==> src/rtl/mux4_rr_sequencer.sv <==
// Round-robin select sequencer for a 2-bit 4-to-1 mux: grants one of four
// requesters, holds the grant until ack, withdrawal or timeout, counts transfers.
module mux4_rr_sequencer #(
  parameter int MAX_WAIT = 8
) (
  input  logic       clk,
  input  logic       reset,
  input  logic [3:0] req,
  input  logic       ack,
  output logic [1:0] s,
  output logic [3:0] grant,
  output logic       valid,
  output logic       timeout,
  output logic [7:0] xfer_count
);

  typedef enum logic {
    IDLE  = 1'b0,
    GRANT = 1'b1
  } state_e;

  typedef struct packed {
    logic       found;
    logic [1:0] idx;
  } pick_t;

  localparam logic [7:0] WAIT_LAST = 8'(MAX_WAIT - 1);

  state_e     state_q, state_d;
  logic [1:0] last_q, last_d;
  logic [1:0] s_q, s_d;
  logic [3:0] grant_q, grant_d;
  logic       valid_q, valid_d;
  logic       timeout_q, timeout_d;
  logic [7:0] xfer_q, xfer_d;
  logic [7:0] wait_q, wait_d;

  pick_t pick_idle;
  pick_t pick_ack;

  // Scan last+1 .. last+4 (mod 4); the most recently served channel comes last.
  function automatic pick_t rr_pick(input logic [1:0] last, input logic [3:0] r);
    pick_t      p;
    logic [1:0] c;
    p = '0;
    for (int k = 1; k <= 4; k++) begin
      c = last + 2'(k);
      if (!p.found && r[c]) begin
        p.found = 1'b1;
        p.idx   = c;
      end
    end
    return p;
  endfunction

  function automatic logic [3:0] onehot(input logic [1:0] i);
    return 4'b0001 << i;
  endfunction

  assign pick_idle = rr_pick(last_q, req);
  assign pick_ack  = rr_pick(s_q, req);

  always_comb begin
    // NOTE: every _d gets a default first so no path through the case leaves a
    // signal unassigned, which would otherwise infer a latch.
    state_d   = state_q;
    last_d    = last_q;
    s_d       = s_q;
    grant_d   = grant_q;
    valid_d   = valid_q;
    timeout_d = 1'b0;
    xfer_d    = xfer_q;
    wait_d    = wait_q;

    unique case (state_q)
      IDLE: begin
        if (pick_idle.found) begin
          s_d     = pick_idle.idx;
          grant_d = onehot(pick_idle.idx);
          valid_d = 1'b1;
          wait_d  = '0;
          state_d = GRANT;
        end
      end

      GRANT: begin
        if (ack) begin
          last_d = s_q;
          if (xfer_q != 8'hFF) xfer_d = xfer_q + 8'd1;
          // Back-to-back grant searches from the channel just served.
          if (pick_ack.found) begin
            s_d     = pick_ack.idx;
            grant_d = onehot(pick_ack.idx);
            valid_d = 1'b1;
            wait_d  = '0;
          end else begin
            grant_d = '0;
            valid_d = 1'b0;
            state_d = IDLE;
          end
        end else if (!req[s_q]) begin
          grant_d = '0;
          valid_d = 1'b0;
          state_d = IDLE;
        end else if (wait_q == WAIT_LAST) begin
          last_d    = s_q;
          timeout_d = 1'b1;
          grant_d   = '0;
          valid_d   = 1'b0;
          state_d   = IDLE;
        end else begin
          wait_d = wait_q + 8'd1;
        end
      end

      default: state_d = IDLE;
    endcase
  end

  always_ff @(posedge clk or posedge reset) begin
    if (reset) begin
      state_q   <= IDLE;
      last_q    <= 2'b11;
      s_q       <= 2'b00;
      grant_q   <= '0;
      valid_q   <= 1'b0;
      timeout_q <= 1'b0;
      xfer_q    <= '0;
      wait_q    <= '0;
    end else begin
      // NOTE: non-blocking assignments so every register samples pre-edge values.
      state_q   <= state_d;
      last_q    <= last_d;
      s_q       <= s_d;
      grant_q   <= grant_d;
      valid_q   <= valid_d;
      timeout_q <= timeout_d;
      xfer_q    <= xfer_d;
      wait_q    <= wait_d;
    end
  end

  assign s          = s_q;
  assign grant      = grant_q;
  assign valid      = valid_q;
  assign timeout    = timeout_q;
  assign xfer_count = xfer_q;

endmodule

==> config.mk <==
export PLATFORM = sky130hd
export DESIGN_NAME = mux4_rr_sequencer
export DESIGN_NICKNAME = d
export VERILOG_FILES = /design/src/rtl/mux4_rr_sequencer.sv
export SDC_FILE = /design/constraint.sdc
export NUM_CORES = 1
export LEC_CHECK = 0
export ABC_AREA = 1
export ABC_CLOCK_PERIOD_IN_PS = 2140
export CAP_MARGIN = 25
export CORE_UTILIZATION = 55
export DETAILED_ROUTE_END_ITERATION = 12
export PLACE_DENSITY = 0.79
export SLEW_MARGIN = 20
export SYNTH_ARGS = -nofsm -noshare
export SYNTH_HDL_FRONTEND = slang
export SYNTH_SLANG_ARGS = --single-unit
export TNS_END_PERCENT = 30
==> constraint.sdc <==
create_clock -name clk -period 2.14 [get_ports clk]
set_input_delay 0.214 -clock clk [delete_from_list [all_inputs] [get_ports clk]]
set_output_delay 0.214 -clock clk [all_outputs]
set_load 0.01 [all_outputs]
==> impl_results.md, run 1 <==
* Status: complete, no violations
* Drt pass-1 iters at 5
* Core area at 0.00313 mm2
* Synth area leaders: dfrtp_1, nand2_1, nand3_1
* Async S/R FF share, synth at 100%
* Top cell type by total area after synthesis: dfrtp_1
* Clk buf depth at 2
* Syn-to-layout area delta at 14.9%
* Fmax achieved at 530 MHz
* Least-Margin Pin Slew at 404 ps
* Post-CTS Setup Bufs at 0
* Worst clock skew at 10.3 ps
* Simple-gate portion of the synthesized area at 43.7%
* Number of vias per cell at 5.11
* FF-to-FF End: grant[0]
* Maxcap violations at 0
* CP Max Fanout at 13
* Setup TNS Final at 0 ps
* Adder-Cell Fraction of Synth Area at 1.34%
* Data required, critical path at 2410 ps
* Max VDD drop at 0.000712 V
* Post-Synth XOR/XNOR Area at 4.24%
* Library cells used by synthesis at 26
* CP Capture Type: flip-flop
* Yosys reg bits at 27
* Port Buffer Count at 22
* CTS tree: built
* Crit share post-route at 88.2%
* Setup Crit Path Kind: flip-flop to flip-flop
* Synth Area in Compound Gates at 5.31%
* Power density over the cells at 1470 mW/mm2
* Wire per inst at 11.1 um
* Clock Sink Count at 27
* R2R Path Start: s[0]
* Startpoint class of the critical path: flip-flop
* First-pass GRT wire length at 6500 um
* Worst-path clk slew at 140 ps
* R2R cell count at 10
* Initial Util at 59.5%
* RSZ-0062 raised after global routing: false
* Num ports at 23
* Later-pin clock latency in the skew report at 320 ps
* Area occupied by multi-input gates at 0.00102 mm2
* DIE AREA at 0.00362 mm2
* Critical path arrival at 2150 ps
* H-tree levels at 1
* CTS root buf: clkbuf_4
* Post-synth top area share at 33.6%
* Total GRT Usage at 23.6%
* Top_reg_cell synth: dfrtp_1
* GRT overflow at 0
* Filler cells at 277
* LEAKAGE at 0.00108 uW
* Nets@finish at 305
* Sequential standard cell area at 678 um2
* Antenna violations before repair at 0
* Mapped Area at 0.00186 mm2
* DRC Markers at 0
* Crit path from: s[0]
* Syn_nets at 281
* Avg Cell Area, Syn at 6.84 um2
* DR iter-0 viols at 93
* Main combinational cell family by area after synthesis: simple AND/OR/NAND/NOR gates
* Hold Path Class: input port to async pin
* Die Span Y at 60.2 um
* DRT antenna net count at 0
* Post-CTS resize count at 0
* Relative slew slack at 73.1%
* Vias in the first global route at 1519
* Hold Slack at 225 ps
* Ant diodes at 0
* Portion of netlist area occupied by mux cells at 0%
* Slew Viols, Final at 0
* Num CTS Buffers at 3
* Post-synth EDFFs at 0
* Mapped Cells at 272
* Largest net degree at the start of global routing at 28
* Post-CTS Hold Fix Bufs at 0
* RePlAce Congestion at 0.897
* Final Setup Violations at 0
* Post-synthesis sequential area ratio at 36.4%
* Row count at 20
* Final WL at 3780 um
* Tmin final at 1890 ps
* Detailed placer's ending HPWL at 2960 um
* Yosys warnings at 0
* Layout cells sized above 1 at 10.5%
* Fin. Hold Viols at 0
* Vias at 1732
* Reg-to-reg setup timing slack at 250 ps
* Die width at 60.2 um
==> how the worst max path moves through the flow <==
stage	endpoint	slack, ps	depth (start not counted)
after global routing	grant[0]	50	10
after detailed placement	grant[0]	190	11
after floorplan	wait_q[2]	450	13
after global placement	grant[0]	240	12
after CTS	wait_q[4]	250	12
final	grant[0]	250	10
==> state kept, by name, summed over array words and instances, names as in the netlist <==
name        cells
wait_q          8
valid           1
xfer_count      8
state_q         1
s               2
grant           4
last_q          2
timeout         1
==> cell usage after synthesis, types with 3 or more instances <==
library cell and number:
nor2_1 20, o21ai_0 5, o21ai_1 4, a21oi_1 4
inv_1 27, dfrtp_1 25, nand3_1 29, xor2_1 7
nand4_1 9, nand2_1 101, nor3_1 6, nand2_4 3
nand2_2 9, inv_2 5
==> metrics by stage <==
step | utilization [%] | worst slack (ps) | total power (uW) | cells | cell area, um2
global placement | 67.5 | 236 | 2900 | 335 | 2110
detailed placement | 67.5 | 190 | 2930 | 335 | 2110
floorplan | - | 450 | 2410 | 272 | 1860
finish | 68.4 | 252 | 3150 | 339 | 2140
global route | 68.4 | 54.8 | 3480 | 339 | 2140
CTS | 68.4 | 250 | 3160 | 339 | 2140
==> layer usage <==
layer  global-route usage [%]  part of all wire (%)  wire length (um)  vias to the layer above
met5                        0                     0                 0                        -
met4                     4.98                  0.50                19                        0
met3                     4.11                   3.9               147                        2
met2                     35.9                    46              1750                       34
met1                     35.0                    49              1860                      786
li1                         -                     -                 -                      910
==> logic make-up (layout without fill, tap and decap cells) <==
group / count (synthesis) / after routing
compound gates: 17 / 17
fa+ha+maj: 2 / 2
flops: 27 / 27
buf+inv: 38 / 61
xor+xnor: 9 / 9
simple gates: 179 / 179
==> critical path: stages (launching register included) <==
cell and delay, ps:
dfrtp_1 610, inv_2 140, nand2_1 110, nand2_1 80, o21ai_2 210, nand2_2 150
o21ai_2 230, inv_1 90, nand2_1 70, nor2_1 40, nor2_1 90
==> cell usage in the layout, fill, tap and decap left out, types with 6 or more instances in the layout <==
master           count
nand2_1            101
nand3_1             29
inv_1               27
dfrtp_1             25
clkdlybuf4s50_1     22
nor2_1              20
nand2_2              9
nand4_1              9
xor2_1               7
nor3_1               6
==> report_power, final <==
group          total, uW  switching (uW)  internal [uW]
clock                213             143           70.0
combinational       2000            1240            762
sequential           931             229            702
==> area by class of cell <==
class / count / share of cell area [%]
tap: 44 / 2.57
clock inverter: 1 / 0.234
timing repair buffer: 24 / 11.0
sequential: 27 / 31.7
multi-input combinational: 207 / 47.5
inverter: 33 / 5.91
clock buffer: 3 / 1.05
Note: power is estimated with default switching activity, not from simulation.
==> run 2, diff against run 1 <==
--- a/config.mk
+++ b/config.mk
@@ -11,6 +11,7 @@
 export CORE_UTILIZATION = 55
 export DETAILED_ROUTE_END_ITERATION = 12
 export PLACE_DENSITY = 0.79
+export RECOVER_POWER = 100
 export SLEW_MARGIN = 20
 export SYNTH_ARGS = -nofsm -noshare
 export SYNTH_HDL_FRONTEND = slang
==> run 2 against run 1 <==
Via count down 0.23%. Sequential cell count is the same. Critical path depth rose by 2. Utilization is 0.28 points lower. Sequential share of layout area up 0.13 points. First-iteration DRC count decreased by 2.2%. Clock-buffer cell count stayed put. Largest power group unchanged. Highest routed layer unchanged. Die area unchanged. Setup slack lost 28 ps. Fmax fell by 1.5%. Sequential power is 0.8% lower. Non-clock buffer count unchanged.
==> impl_results.md, run 2 (synthesis results as in run 1) <==
* Status: complete, no violations (unchanged)
* Cell mode on critical path: nand2_1 (unchanged)
* Final instance area at 0.00213 mm2 (was 0.00214 mm2)
* Layout cells sized above 1 at 9.49% (was 10.5%)
* R2R cell count at 12 (was 10)
* Final Setup Violations at 0 (unchanged)
* Post-CTS Hold Fix Bufs at 0 (unchanged)
* Hold Path Class: flip-flop to flip-flop (was input port to async pin)
* Placed Area at 0.00211 mm2 (unchanged)
* Syn-to-layout area delta at 14.5% (was 14.9%)
* Logic pwr share at 63.1% (was 63.6%)
* CTS root buf: clkbuf_4 (unchanged)
* Num CTS Buffers at 3 (unchanged)
* DRT antenna net count at 0 (unchanged)
* CP Max Fanout at 14 (was 13)
* First-pass GRT wire length at 6500 um (unchanged)
* FF-to-FF End: wait_q[4] (was grant[0])
* Detailed placer's ending HPWL at 2960 um (unchanged)
* Worst setup endpoint: wait_q[4] (was grant[0])
* LEAKAGE at 0.00109 uW (was 0.00108 uW)
* Crit. path cell count at 12 (was 10)
* Tmin final at 1920 ps (was 1890 ps)
* DR iter-0 viols at 91 (was 93)
* R2R Path Start: last_q[0] (was s[0])
* Clock Sink Count at 27 (unchanged)
* Startpoint class of the critical path: flip-flop (unchanged)
* Crit share post-route at 89.5% (was 88.2%)
* Core area at 0.00313 mm2 (unchanged)
* Initial Util at 59.5% (unchanged)
* Placed Instances at 335 (unchanged)
* Port Buffer Count at 22 (unchanged)
* Power density over the cells at 1450 mW/mm2 (was 1470 mW/mm2)
* Slew Viols, Final at 0 (unchanged)
* RSZ-0062 raised after global routing: false (unchanged)
* Ant diodes at 0 (unchanged)
* Least-Margin Pin Slew at 1420 ps (was 404 ps)
* Clock power frac at 6.9% (was 6.8%)
* GRT overflow at 0 (unchanged)
* Net Switching at 1600 uW (was 1610 uW)
* Data required, critical path at 2390 ps (was 2410 ps)
* Largest net degree at the start of global routing at 28 (unchanged)
* Later-pin clock latency in the skew report at 320 ps (about the same)
* Post-CTS Setup Bufs at 0 (unchanged)
* Number of vias per cell at 5.10 (was 5.11)
* Setup Crit Path Kind: flip-flop to flip-flop (unchanged)
* CP delay by family, top: simple AND/OR/NAND/NOR gates (was flip-flops)
* Vias at 1728 (was 1732)
* Slowest Stage Delay on Critical Path at 670 ps (was 610 ps)
* Fin. Hold Viols at 0 (unchanged)
* Vias in the first global route at 1519 (unchanged)
* Row count at 20 (unchanged)
* Net Sw Frac at 51.9% (was 51.3%)
* Wire per inst at 11.1 um (about the same)
* Relative slew slack at 5.58% (was 73.1%)
* Drt pass-1 iters at 5 (unchanged)
* RePlAce Congestion at 0.897 (unchanged)
* Maxcap violations at 0 (unchanged)
* Final WL at 3770 um (was 3780 um)
* Critical-path top delay cell: dfstp_2 (was dfrtp_1)
* Fmax achieved at 522 MHz (was 530 MHz)
* Worst clock skew at 9.85 ps (was 10.3 ps)
* Critical path arrival at 2170 ps (was 2150 ps)
* Finished Layout Cells at 339 (unchanged)
* Antenna violations before repair at 0 (unchanged)
* Most frequent cells in the layout: nand2_1, nand3_1, inv_1 (unchanged)
* CTS tree: built (unchanged)
* Reg-to-reg setup timing slack at 220 ps (was 250 ps)
* Die Span Y at 60.2 um (unchanged)
* Post-CTS resize count at 0 (unchanged)
* Crit path from: last_q[0] (was s[0])
* Clk buf depth at 2 (unchanged)
* Hold Slack at 497 ps (was 225 ps)
* Filler cells at 279 (was 277)
* Crit-path cells: inv_4, nand2_1, nand2_1, nand2_1, nand2_4, nor2_8, nand3_4, nand2_4, nand2_4, nand2_1, o21ai_0, a21oi_1 (was inv_2, nand2_1, nand2_1, o21ai_2, nand2_2, o21ai_2, inv_1, nand2_1, nor2_1, nor2_1)
* Worst-path clk slew at 140 ps (about the same)
* Die width at 60.2 um (unchanged)
* CP Capture Type: flip-flop (unchanged)
* DIE AREA at 0.00362 mm2 (unchanged)
* Most common cell after layout, fill and taps aside: nand2_1 (unchanged)
* Num ports at 23 (unchanged)
* Max VDD drop at 0.000707 V (was 0.000712 V)
* DRC Markers at 0 (unchanged)
* Int Pwr at 1480 uW (was 1530 uW)
* Worst Path Buf+Inv at 1 (was 2)
* Setup TNS Final at 0 ps (unchanged)
* H-tree levels at 1 (unchanged)
* Sequential share of power at 30.0% (was 29.6%)
* Total GRT Usage at 23.6% (unchanged)
* Nets@finish at 305 (unchanged)
run 2: cell types whose count changed in the layout (fill, tap and decap cells not counted), sizes merged:
cell | before | now
buf | 2 | 1
clkbuf | 3 | 4
clkdlybuf4s50 | 22 | 5
dlygate4sd3 | 0 | 17
run 2: routing by layer:
| metal | global-route usage, % | vias up | routed length [um] |
|---|---|---|---|
| met4 | 4.98 | 0 | 19 |
| met1 | 35.0 | 777 | 1830 |
| met3 | 4.11 | 2 | 173 |
| met5 | 0 | - | 0 |
| met2 | 35.9 | 39 | 1750 |
| li1 | - | 910 | - |
run 2: area by class of cell:
cell class              instances  area (um2)  area share (%)
flip-flops and latches         27         678            31.8
multi-input cells             207        1010            47.5
clock inverters                 1        5.00           0.235
well taps                      44        55.1            2.59
inverters                      33         126            5.93
repair buffers                 24         231            10.9
clock buffers                   3        22.5            1.06
run 2: worst min-delay path by stage:
stage                             start       endpoint  slack, ps  cells after the start
after global routing      xfer_count[7]  xfer_count[7]        530                      1
after CTS                         reset           s[0]        220                      3
after global placement            valid          valid        480                      2
after floorplan                   reset       grant[0]        270                      1
after detailed placement  xfer_count[7]  xfer_count[7]        490                      1
final                     xfer_count[7]  xfer_count[7]        500                      1
run 2: metrics by stage:
step	total power, uW	utilization (%)	setup slack, ps
3_3_place_gp	2900	67.5	236
4_1_cts	3160	68.4	250
5_1_grt	3410	68.1	31.7
6_report	3080	68.1	224
2_1_floorplan	2410	-	450
3_5_place_dp	2930	67.5	190
run 2: worst reg2reg max path: stages (launching register included):
cell and delay [ps]:
dfstp_2 670, inv_4 90, nand2_1 60, nand2_1 60, nand2_1 130, nand2_4 90
nor2_8 110, nand3_4 90, nand2_4 120, nand2_4 120, nand2_1 100, o21ai_0 80
a21oi_1 110
run 2: power groups by stage:
stage               Combinational, uW  Sequential, uW  Clock (uW)
CTS                              2000             931         226
floorplan                        1500             912           0
global placement                 1950             942           0
global route                     2210             956         243
finish                           1940             924         213
detailed placement               1990             943           0
